[src/rtl/spart_rx_if.sv]
// Bus-side handshake of the SPART receiver: received byte, status flags and read acknowledge.
interface spart_rx_if;
    logic       clr_rda;
    logic [7:0] data;
    logic       rda;
    logic       frame_err;
    logic       overrun;

    modport master (output clr_rda, input data, rda, frame_err, overrun);
    modport slave  (input clr_rda, output data, rda, frame_err, overrun);
endinterface

[src/rtl/spart_rx.sv]
// SPART receiver: 8N1 serial input recovered by mid-bit sampling on the shared baud tick,
// held with a data-available flag until the bus side acknowledges it.
module spart_rx #(
    parameter int OVERSAMPLE  = 16,
    parameter int SYNC_STAGES = 2
) (
    input  logic      clk,
    input  logic      rst,
    input  logic      en,
    input  logic      RxD,
    spart_rx_if.slave bus
);
    localparam int TW = $clog2(OVERSAMPLE);
    localparam logic [TW-1:0] HALF_M1 = TW'(OVERSAMPLE / 2 - 1);
    localparam logic [TW-1:0] FULL_M1 = TW'(OVERSAMPLE - 1);

    typedef enum logic [2:0] {IDLE, START, DATA, STOP, BREAK} state_t;

    logic [SYNC_STAGES-1:0] sync_reg, sync_next;
    logic                   rxd_s;

    state_t        state_reg, state_next;
    logic [TW-1:0] tick_reg, tick_next;
    logic [2:0]    bit_reg, bit_next;
    logic [7:0]    shift_reg, shift_next;
    logic [7:0]    data_reg, data_next;
    logic          rda_reg, rda_next;
    logic          ferr_reg, ferr_next;
    logic          ovr_reg, ovr_next;
    logic          complete;

    genvar gi;
    generate
        for (gi = 0; gi < SYNC_STAGES; gi++) begin : g_sync
            if (gi == 0) begin : g_first
                assign sync_next[gi] = RxD;
            end else begin : g_rest
                assign sync_next[gi] = sync_reg[gi-1];
            end
        end
    endgenerate

    assign rxd_s = sync_reg[SYNC_STAGES-1];

    always_ff @(posedge clk) begin
        if (rst) begin
            sync_reg  <= '1;
            state_reg <= IDLE;
            tick_reg  <= '0;
            bit_reg   <= '0;
            shift_reg <= '0;
            data_reg  <= '0;
            rda_reg   <= 1'b0;
            ferr_reg  <= 1'b0;
            ovr_reg   <= 1'b0;
        end else begin
            sync_reg  <= sync_next;
            state_reg <= state_next;
            tick_reg  <= tick_next;
            bit_reg   <= bit_next;
            shift_reg <= shift_next;
            data_reg  <= data_next;
            rda_reg   <= rda_next;
            ferr_reg  <= ferr_next;
            ovr_reg   <= ovr_next;
        end
    end

    always_comb begin
        state_next = state_reg;
        tick_next  = tick_reg;
        bit_next   = bit_reg;
        shift_next = shift_reg;
        complete   = 1'b0;

        if (en) begin
            case (state_reg)
                IDLE: begin
                    if (!rxd_s) begin
                        state_next = START;
                        tick_next  = '0;
                    end
                end
                START: begin
                    // Mid start bit: a line that has returned high was only a glitch.
                    if (tick_reg == HALF_M1) begin
                        tick_next  = '0;
                        bit_next   = '0;
                        state_next = rxd_s ? IDLE : DATA;
                    end else begin
                        tick_next = tick_reg + 1'b1;
                    end
                end
                DATA: begin
                    if (tick_reg == FULL_M1) begin
                        tick_next  = '0;
                        shift_next = {rxd_s, shift_reg[7:1]};
                        bit_next   = bit_reg + 1'b1;
                        if (bit_reg == 3'd7) begin
                            state_next = STOP;
                        end
                    end else begin
                        tick_next = tick_reg + 1'b1;
                    end
                end
                STOP: begin
                    if (tick_reg == FULL_M1) begin
                        tick_next  = '0;
                        complete   = 1'b1;
                        state_next = rxd_s ? IDLE : BREAK;
                    end else begin
                        tick_next = tick_reg + 1'b1;
                    end
                end
                BREAK: begin
                    if (rxd_s) begin
                        state_next = IDLE;
                    end
                end
                default: state_next = IDLE;
            endcase
        end
    end

    // A completing byte beats a simultaneous acknowledge; the acknowledge still counts as a read.
    always_comb begin
        data_next = data_reg;
        rda_next  = rda_reg;
        ferr_next = ferr_reg;
        ovr_next  = ovr_reg;
        if (complete) begin
            data_next = shift_reg;
            rda_next  = 1'b1;
            ferr_next = !rxd_s;
            if (rda_reg && !bus.clr_rda) begin
                ovr_next = 1'b1;
            end
        end else if (bus.clr_rda) begin
            rda_next = 1'b0;
            ovr_next = 1'b0;
        end
    end

    assign bus.data      = data_reg;
    assign bus.rda       = rda_reg;
    assign bus.frame_err = ferr_reg;
    assign bus.overrun   = ovr_reg;
endmodule

[src/flat_wrapper.sv]
// flat-port wrapper written by rule: the top's interface ports become plain ports
module spart_rx_flat 
#(
    parameter int OVERSAMPLE  = 16,
    parameter int SYNC_STAGES = 2
)
  (clk, rst, en, RxD, bus_clr_rda, bus_data, bus_rda, bus_frame_err, bus_overrun);
  spart_rx_if bus_i ();
  input  logic clk;
  input  logic rst;
  input  logic en;
  input  logic RxD;
  input wire logic [$bits(bus_i.clr_rda)-1:0] bus_clr_rda;
  output wire logic [$bits(bus_i.data)-1:0] bus_data;
  output wire logic [$bits(bus_i.rda)-1:0] bus_rda;
  output wire logic [$bits(bus_i.frame_err)-1:0] bus_frame_err;
  output wire logic [$bits(bus_i.overrun)-1:0] bus_overrun;
  assign bus_i.clr_rda = bus_clr_rda;
  assign bus_data = bus_i.data;
  assign bus_rda = bus_i.rda;
  assign bus_frame_err = bus_i.frame_err;
  assign bus_overrun = bus_i.overrun;
  spart_rx #(.OVERSAMPLE(OVERSAMPLE), .SYNC_STAGES(SYNC_STAGES)) u_core (.clk(clk), .rst(rst), .en(en), .RxD(RxD), .bus(bus_i));
endmodule
[config.mk]
export PLATFORM = sky130hd
export DESIGN_NAME = spart_rx_flat
export DESIGN_NICKNAME = d
export VERILOG_FILES = /design/src/rtl/spart_rx_if.sv /design/src/rtl/spart_rx.sv /design/src/flat_wrapper.sv
export SDC_FILE = /design/constraint.sdc
export NUM_CORES = 1
export LEC_CHECK = 0
export CORE_MARGIN = 1
export CORE_UTILIZATION = 40
export DETAILED_ROUTE_END_ITERATION = 8
export MAX_ROUTING_LAYER = met4
export PLACE_DENSITY = 0.7
export SLEW_MARGIN = 20
export SYNTH_ARGS = -nofsm -noshare
export SYNTH_HDL_FRONTEND = slang
export SYNTH_SLANG_ARGS = --single-unit
export TNS_END_PERCENT = 20
[constraint.sdc]
create_clock -name clk -period 4.9 [get_ports clk]
set_clock_uncertainty 0.1 [all_clocks]
set_input_delay 1.47 -clock clk [delete_from_list [all_inputs] [get_ports clk]]
set_output_delay 1.47 -clock clk [all_outputs]
set_load 0.01 [all_outputs]
==> metrics.txt, run 1 <==
outcome=complete, no violations; row count=20; GP Congestion=0.858; worst hold stages=1; root buf cell=clkbuf_4; crit path launch type=input port; Die X=58.5 um; # nets final=158; Synth cell types=33; Worst-Margin Slew=1010 ps; Detail Route Antenna Nets=0; drt first pass iters=4; Sink Count=31; syn nets=143; global routing usage on met3=6.15%; Die Area=3420 um^2; FF+latch count, synth=31; Buf/Inv on CP=2; deepest clock path buffer count=2; CTS resizes=0; synth top area cells=dfxtp_1, mux2i_1, nor2_1; crit path cell chain=clkdlybuf4s50_1, nand2b_1, nor4_2, buf_4, mux2i_1, nor2_1; Post-Syn Area=1280 um^2; HP Class=reg -> reg; Total Neg Setup Slack=0 ps; IO Port Bufs=15; Data arrival, critical path=3170 ps; Final Max Tran Viols=0; vias in the first global route=880; Critical Path Fanout Max=8; YS warnings=0; Power per Cell Area=269 nW/um^2; share of the synthesized area in the top cell type=48.6%; critical path class=in -> reg; max-cap viol count=0; vias=970; GRT overflow=0; P_leak=0.000509 uW; CP delay by family, top=buffers and inverters; first-pass GRT wire length=3.71 mm; Worst path depth=6; total setup buffers inserted after CTS=0; Hold Fails Final Rpt=0; Reg clk slew, reported paths=100 ps; hold_buf cts=0; Cells after DPL=187; layout cells sized above 1=8.61%; ratio of final minimum period to clock period=62.8%; CP Capture Type=register; hpwl dp=1.58 mm; post-synthesis sequential area ratio=48.6%; Critical Path RT=4990 ps; Mapped Cells=135; Slew HR=32.6%; maximum clock rate=0.325 GHz; R2R cell count=4; Initial Utilization=41.8%; number of buffers created by CTS=5; met1 Use GR=16.8%; grt peak-use layer=met2; max incr delay on CP=540 ps; Wirelength per Cell=11.7 um; CTS tree=yes; # H-tree levels=2; area delta synth->final=18.7%; post-route non-filler standard cell count=195; initial DRC count=43; vias per cell=4.97; initial antenna violation count=0; ant diodes=0; CP max stage cell=clkdlybuf4s50_1; Core ar.=3050 um^2; largest net degree at the start of global routing=32; GR Util met2=23.2%; GRT Resource Usage Total=15.1%; residual DRC count=0; WL final=2.28 mm; area leader, netlist=dfxtp_1; Worst VDD drop=0.160 mV; Syn Area/Cell=9.46 um^2; clk_lat worst skew=330 ps; RSZ-0062 raised after global routing=no; min Tclk post-route=3080 ps; # setup viols final=0; Chip Height=58.5 um; I/O Pins=16
==> cell families after synthesis <==
family | count (synthesis) | synth area share, %
DFF | 31 | 48.6
muxes | 18 | 14.1
xor gates and xnor gates | 1 | 0.686
and+or+nand+nor | 51 | 19.1
AOI/OAI and AO/OA | 21 | 10.7
adders and majority gates | 3 | 2.94
buffers and inverters | 10 | 3.92
==> path summary, 6_finish.rpt <==
| path | from | to | slack (ps) |
|---|---|---|---|
| min | u_core.sync_reg[0]$_SDFF_PP1_ | u_core.sync_reg[1]$_SDFF_PP1_ | 330 |
| max | en | u_core.shift_reg[3]$_SDFFE_PP0P_ | 1820 |
| min reg2reg | u_core.sync_reg[0]$_SDFF_PP1_ | u_core.sync_reg[1]$_SDFF_PP1_ | 330 |
| max reg2reg | u_core.state_reg[1]$_SDFFE_PP0P_ | u_core.tick_reg[3]$_SDFFE_PP0P_ | 2930 |
==> where the power goes <==
part / switching (uW) / internal (uW) / total, uW
Sequential: 1.49 / 253 / 254
Clock: 85.6 / 55.3 / 141
Combinational: 7.50 / 5.59 / 13.1
==> Yosys cell counts <==
cell        n
o31ai_1     1
nand2_1     7
nor3_1      2
nand4_1     1
o2111ai_1   1
a2bb2oi_1   1
or2_2       2
or3_1       1
xnor2_1     1
mux2i_1    18
nor4_1      1
ha_1        3
a21oi_1     8
inv_1       1
nand2b_1    4
buf_2       4
clkbuf_1    4
a311o_1     1
a22oi_1     3
and3b_1     1
buf_6       1
nor2b_1     3
nand3_1     3
o21ai_0     1
dfxtp_1    31
nor2_1     23
a311oi_1    1
or4_1       1
nor3b_1     2
o22ai_1     1
o21ai_1     1
a21o_1      1
a31oi_1     1
==> per-layer routing <==
metal  wire [um]  vias up
met3         113        5
met1        1100      444
met5           0        -
met4          31        0
met2        1040       22
li1            -      499
==> cell usage in the layout, fill, tap and decap left out, drive strengths merged <==
| cell | instances |
|---|---|
| ha | 3 |
| o31ai | 1 |
| inv | 1 |
| nor4 | 1 |
| buf | 2 |
| clkinvlp | 1 |
| or2 | 2 |
| a311oi | 1 |
| clkinv | 1 |
| and3b | 1 |
| o2111ai | 1 |
| a22oi | 3 |
| xnor2 | 1 |
| a21o | 1 |
| nor3b | 2 |
| o22ai | 1 |
| nand2 | 7 |
| a31oi | 1 |
| clkbuf | 6 |
| nand2b | 4 |
| dfxtp | 31 |
| nor3 | 2 |
| nor2b | 3 |
| a311o | 1 |
| mux2i | 18 |
| nand4 | 1 |
| a21oi | 8 |
| nand3 | 3 |
| or3 | 1 |
| or4 | 1 |
| a2bb2oi | 1 |
| o21ai | 2 |
| nor2 | 23 |
| clkdlybuf4s50 | 15 |
==> area by class of cell <==
type	instances	area, um^2
inverters	1	3.75
well taps	44	55.1
clock inverters	2	12.5
fillers	312	1540
repair buffers	17	165
clock buffers	6	41.3
multi-input cells	94	618
flip-flops and latches	31	621
==> stage by stage <==
step	total power [uW]	setup WS [ps]	hold slack, ps	util [%]	area (um^2)
after floorplan	268	2180	289	-	1280
after global placement	273	1510	299	47.9	1460
after detailed placement	273	1490	309	47.9	1460
after CTS	416	1830	327	49.7	1520
after global routing	425	1700	342	49.7	1520
final	408	1820	326	49.7	1520
Note: power is estimated with default switching activity, not from simulation.
==> run 2: changes to the inputs <==
- clock period: 4.9 -> 3.2 ns (I/O delays scaled with it)
==> run 2 against run 1 <==
Net effect:
- largest power group unchanged
- global-route usage is 1.1 points higher
- combinational power is 60% higher
- count of clock-buffer cells in the layout stayed put
- sequential power is 53% higher
- hold slack worse by 7.5 ps
- critical path type unchanged
- die area stayed put
==> metrics.txt, run 2 (same netlist as run 1, synthesis figures left out) <==
hold_buf cts=0 (unchanged); RSZ-0062 raised after global routing=no (unchanged); Critical Path Fanout Max=6 (was 8); Initial Utilization=41.8% (unchanged); Setup crit start=en (unchanged); maximum clock rate=0.419 GHz; reg-to-reg endpoint=u_core.tick_reg[3]$_SDFFE_PP0P_ (unchanged); Detail Route Antenna Nets=0 (unchanged); Placement Cell Area=1470 um^2 (was 1460 um^2); Slew HR=67.3% (was 32.6%); layout cells sized above 1=9.21% (was 8.61%); met1 Use GR=18.5% (was 16.8%); Post-Place Worst Slack=483 ps (was 1490 ps); largest net degree at the start of global routing=19 (was 32); Total Neg Setup Slack=0 ps (unchanged); # H-tree levels=2 (unchanged); crit path launch type=input port (unchanged); CP endpoint=u_core.tick_reg[3]$_SDFFE_PP0P_ (was u_core.shift_reg[3]$_SDFFE_PP0P_); clk_lat worst skew=330 ps (about the same); root buf cell=clkbuf_4 (unchanged); HP Class=reg -> reg (unchanged); Reg area=621 um^2 (unchanged); Setup WS post-layout=814 ps (was 1820 ps); footprint of the multi-input gates=618 um^2 (unchanged); row count=20 (unchanged); commonest non-fill, non-tap cell in the layout=dfxtp_1 (unchanged); GRT Resource Usage Total=16.2% (was 15.1%); hpwl dp=1.61 mm (was 1.58 mm); Sink Count=31 (unchanged); global routing usage on met3=6.81% (was 6.15%); I/O Pins=16 (unchanged); initial DRC count=34 (was 43); ant diodes=0 (unchanged); Die X=58.5 um (unchanged); Worst-Margin Slew=490 ps (was 1010 ps); Core ar.=3050 um^2 (unchanged); number of buffers created by CTS=5 (unchanged); CTS resizes=0 (unchanged); vias=1,006 (was 970); critical path class=in -> reg (unchanged); Wirelength per Cell=11.9 um (was 11.7 um); GR Util met2=24.3% (was 23.2%); Finished Core Util=51.5% (was 49.7%); Chip Height=58.5 um (unchanged); P_leak=0.000538 uW (was 0.000509 uW); max-cap viol count=0 (unchanged); Data arrival, critical path=2550 ps (was 3170 ps); Final Max Tran Viols=0 (unchanged); CTS tree=yes (unchanged); ratio of final minimum period to clock period=74.5%; vias in the first global route=947 (was 880); GRT overflow=0 (unchanged); Hold Fails Final Rpt=0 (unchanged); first-pass GRT wire length=4.03 mm (was 3.71 mm); initial antenna violation count=0 (unchanged); outcome=complete, no violations (unchanged); drt first pass iters=4 (unchanged); WL final=2.34 mm (was 2.28 mm); reg-to-reg startpoint=u_core.state_reg[1]$_SDFFE_PP0P_ (unchanged); deepest clock path buffer count=2 (unchanged); CP Capture Type=register (unchanged); flop2flop setup slack=1260 ps (was 2930 ps); Power per Cell Area=502 nW/um^2 (was 269 nW/um^2); Critical Path RT=3360 ps (was 4990 ps); fill count=289 (was 312); Power, Total=790 uW (was 408 uW); vias per cell=5.13 (was 4.97); commonest non-fill, non-tap cells in the layout=dfxtp_1, nor2_1, mux2i_1 (unchanged); Die Area=3420 um^2 (unchanged); Reg clk slew, reported paths=100 ps (about the same); # nets final=159 (was 158); Worst VDD drop=0.240 mV (was 0.160 mV); area delta synth->final=23.0% (was 18.7%); min Tclk post-route=2390 ps; Design Area, Final=1570 um^2 (was 1520 um^2); IO Port Bufs=15 (unchanged); R2R cell count=4 (unchanged); total setup buffers inserted after CTS=0 (unchanged); # setup viols final=0 (unchanged); grt peak-use layer=met2 (unchanged); residual DRC count=0 (unchanged); GP Congestion=0.876 (was 0.858)
-- run 2: cell count changes in the layout (fill, tap and decap cells not counted) --
cell,previous run,this run
clkinv_2,1,0
buf_4,2,3
bufinv_16,0,2
clkinvlp_4,1,0
-- run 2: worst min-delay path by stage --
| stage | startpoint | end | cells past startpoint |
|---|---|---|---|
| 2_1_floorplan | u_core.sync_reg[0]$_SDFF_PP1_ | u_core.sync_reg[1]$_SDFF_PP1_ | 1 |
| 3_3_place_gp | u_core.sync_reg[0]$_SDFF_PP1_ | u_core.sync_reg[1]$_SDFF_PP1_ | 1 |
| 3_5_place_dp | u_core.sync_reg[0]$_SDFF_PP1_ | u_core.sync_reg[1]$_SDFF_PP1_ | 1 |
| 4_1_cts | u_core.sync_reg[0]$_SDFF_PP1_ | u_core.sync_reg[1]$_SDFF_PP1_ | 1 |
| 5_1_grt | u_core.sync_reg[0]$_SDFF_PP1_ | u_core.sync_reg[1]$_SDFF_PP1_ | 1 |
| 6_report | u_core.sync_reg[0]$_SDFF_PP1_ | u_core.sync_reg[1]$_SDFF_PP1_ | 1 |
-- run 2: report_power, final --
group	total, uW	switching, uW	internal (uW)
combinational	21.0	11.7	9.34
sequential	389	2.30	387
clock	379	135	244
-- run 2: cell type report --
class                   count  share of cell area [%]
clock buffers               6                    2.63
clock inverters             2                    3.82
inverters                   1                   0.239
multi-input cells          94                    39.3
flip-flops and latches     31                    39.5
well taps                  44                    3.50
repair buffers             18                    11.0
-- run 2: metrics by stage --
step                cells  hold slack (ps)
floorplan             135              289
global placement      188              291
detailed placement    188              297
CTS                   196              320
global route          196              339
finish                196              319
-- run 2: layer usage --
layer,routed length [um],vias up
li1,-,508
met1,1130,475
met2,1080,19
met3,103,4
met4,29,0
met5,0,-
-- run 2: worst max-delay path, stage by stage --
cell and delay, ps:
clkdlybuf4s50_1 530, nand2b_1 180, a21o_1 250, or4_1 470, a21oi_1 140
==> run 3: changes to the inputs <==
- clock period: 3.2 -> 2.2 ns (I/O delays scaled with it)
==> run 3 against run 2 <==
Net effect:
- count of clock-buffer cells in the layout unchanged
- final area up 1.3%
- critical path depth down 4
- register-to-register slack worse by 1000 ps
- largest cell class unchanged
- sequential power up 46%
- critical path type is now reg -> out
- highest routed layer unchanged
- final cell count up 1.5%
- sequential cell count unchanged
- power up 35%
==> metrics.txt, run 3 (same netlist as run 1, synthesis figures left out) <==
Setup crit start=u_core.bus.rda$_SDFFE_PP0P_ (was en); Worst-Margin Slew=375 ps (was 490 ps); Reg area=621 um^2 (unchanged); Sw Ratio=20.3% (was 18.9%); IO Port Bufs=15 (unchanged); HP Class=reg -> reg (unchanged); layout cells sized above 1=11.6% (was 9.21%); GRT overflow=0 (unchanged); Critical Path Fanout Max=3 (was 6); number of buffers created by CTS=5 (unchanged); Final Max Tran Viols=0 (unchanged); Power, Total=1060 uW (was 790 uW); CTS resizes=0 (unchanged); Hold Fails Final Rpt=0 (unchanged); WL final=2.32 mm (was 2.34 mm); Wirelength per Cell=11.7 um (was 11.9 um); GRT Resource Usage Total=16.5% (was 16.2%); Slew HR=75.0% (was 67.3%); row count=20 (unchanged); max-cap viol count=0 (unchanged); Power per Cell Area=669 nW/um^2 (was 502 nW/um^2); vias=1,015 (was 1,006); CP delay by family, top=buffers and inverters (was simple AND/OR/NAND/NOR gates); min-delay src=u_core.sync_reg[0]$_SDFF_PP1_ (unchanged); ratio of final minimum period to clock period=90.4%; Internal Pwr Total=849 uW (was 640 uW); R2R cell count=4 (unchanged); Chip Height=58.5 um (unchanged); first-pass GRT wire length=4.06 mm (was 4.03 mm); crit path launch type=register (was input port); root buf cell=clkbuf_4 (unchanged); Sink Count=31 (unchanged); crit path cell chain=clkdlybuf4s50_1 (was clkdlybuf4s50_1, nand2b_1, a21o_1, or4_1, a21oi_1); ant diodes=0 (unchanged); # nets final=162 (was 159); drt first pass iters=4 (unchanged); P_leak=0.000550 uW (was 0.000538 uW); Detail Route Antenna Nets=0 (unchanged); Comb pwr share=3.3% (was 2.7%); vias per cell=5.10 (was 5.13); min Tclk post-route=1990 ps; worst hold stages=1 (unchanged); hold_buf cts=0 (unchanged); CTS tree=yes (unchanged); reg-to-reg startpoint=u_core.state_reg[1]$_SDFFE_PP0P_ (unchanged); initial DRC count=78 (was 34); commonest non-fill, non-tap cell in the layout=dfxtp_1 (unchanged); vias in the first global route=933 (was 947); sw power=216 uW (was 149 uW); residual DRC count=0 (unchanged); # setup viols final=0 (unchanged); worst hold slack=323 ps (was 319 ps); Worst path depth=1 (was 5); area delta synth->final=24.6% (was 23.0%); Data arrival, critical path=1230 ps (was 2550 ps); footprint of the multi-input gates=618 um^2 (unchanged); deepest clock path buffer count=2 (unchanged); Worst VDD drop=0.423 mV (was 0.240 mV); critical path class=reg -> out (was in -> reg); Initial Utilization=41.8% (unchanged); total setup buffers inserted after CTS=0 (unchanged); Reg clk slew, reported paths=100 ps (about the same); Core ar.=3050 um^2 (unchanged); RSZ-0062 raised after global routing=no (unchanged); # H-tree levels=2 (unchanged); Buf/Inv on CP=1 (unchanged); fill count=290 (was 289); flop2flop setup slack=230 ps (was 1260 ps); I/O Pins=16 (unchanged); hpwl dp=1.62 mm (was 1.61 mm); CP Capture Type=output pin (was register); CP max stage cell=clkdlybuf4s50_1 (unchanged); Die X=58.5 um (unchanged); Die Area=3420 um^2 (unchanged); Placement Cell Area=1510 um^2 (was 1470 um^2); initial antenna violation count=0 (unchanged); max incr delay on CP=540 ps (was 530 ps); largest net degree at the start of global routing=18 (was 19); clk_lat worst skew=330 ps (about the same); maximum clock rate=0.503 GHz; Design Area, Final=1590 um^2 (was 1570 um^2); Total Neg Setup Slack=0 ps (unchanged); commonest non-fill, non-tap cells in the layout=dfxtp_1, nor2_1, mux2i_1 (unchanged); Cells after DPL=191 (was 188); post-route non-filler standard cell count=199 (was 196); outcome=complete, no violations (unchanged); GP Congestion=0.868 (was 0.876); clock network fraction of design power=43.5% (was 48.0%); Critical Path RT=1440 ps (was 3360 ps); sequential power share=53.2% (was 49.3%)
==> run 3: cell type report <==
cell class | instances | share of cell area, %
clock inverters | 2 | 2.20
flip-flops and latches | 31 | 39.0
multi-input cells | 94 | 38.8
inverters | 1 | 0.236
clock buffers | 6 | 3.22
well taps | 44 | 3.46
repair buffers | 21 | 13.1
==> run 3: path summary, 6_finish.rpt <==
check                                          to
setup / recovery                          bus_rda
hold / removal      u_core.sync_reg[1]$_SDFF_PP1_
setup reg to reg  u_core.tick_reg[3]$_SDFFE_PP0P_
hold reg to reg     u_core.sync_reg[1]$_SDFF_PP1_
==> run 3: power by group through the flow <==
stage	clock network [uW]	logic, uW	registers (uW)
floorplan	0	19.5	577
global placement	0	34.0	579
detailed placement	0	34.7	580
CTS	478	34.9	567
global route	504	38.0	567
finish	463	34.9	567
==> run 3: stage by stage <==
| step | worst slack (ps) | util (%) |
|---|---|---|
| after floorplan | 293 | - |
| after global routing | 85.3 | 52.1 |
| after global placement | -78.6 | 49.3 |
| after CTS | 188 | 52.1 |
| final | 211 | 52.1 |
| after detailed placement | -132 | 49.3 |
==> run 3: layer usage <==
layer	up-vias	routed length [um]	track usage [%]
met1	465	1100	19.1
met4	0	47	8.84
met2	28	1060	24.1
met3	9	122	7.03
met5	-	0	-
li1	513	-	-
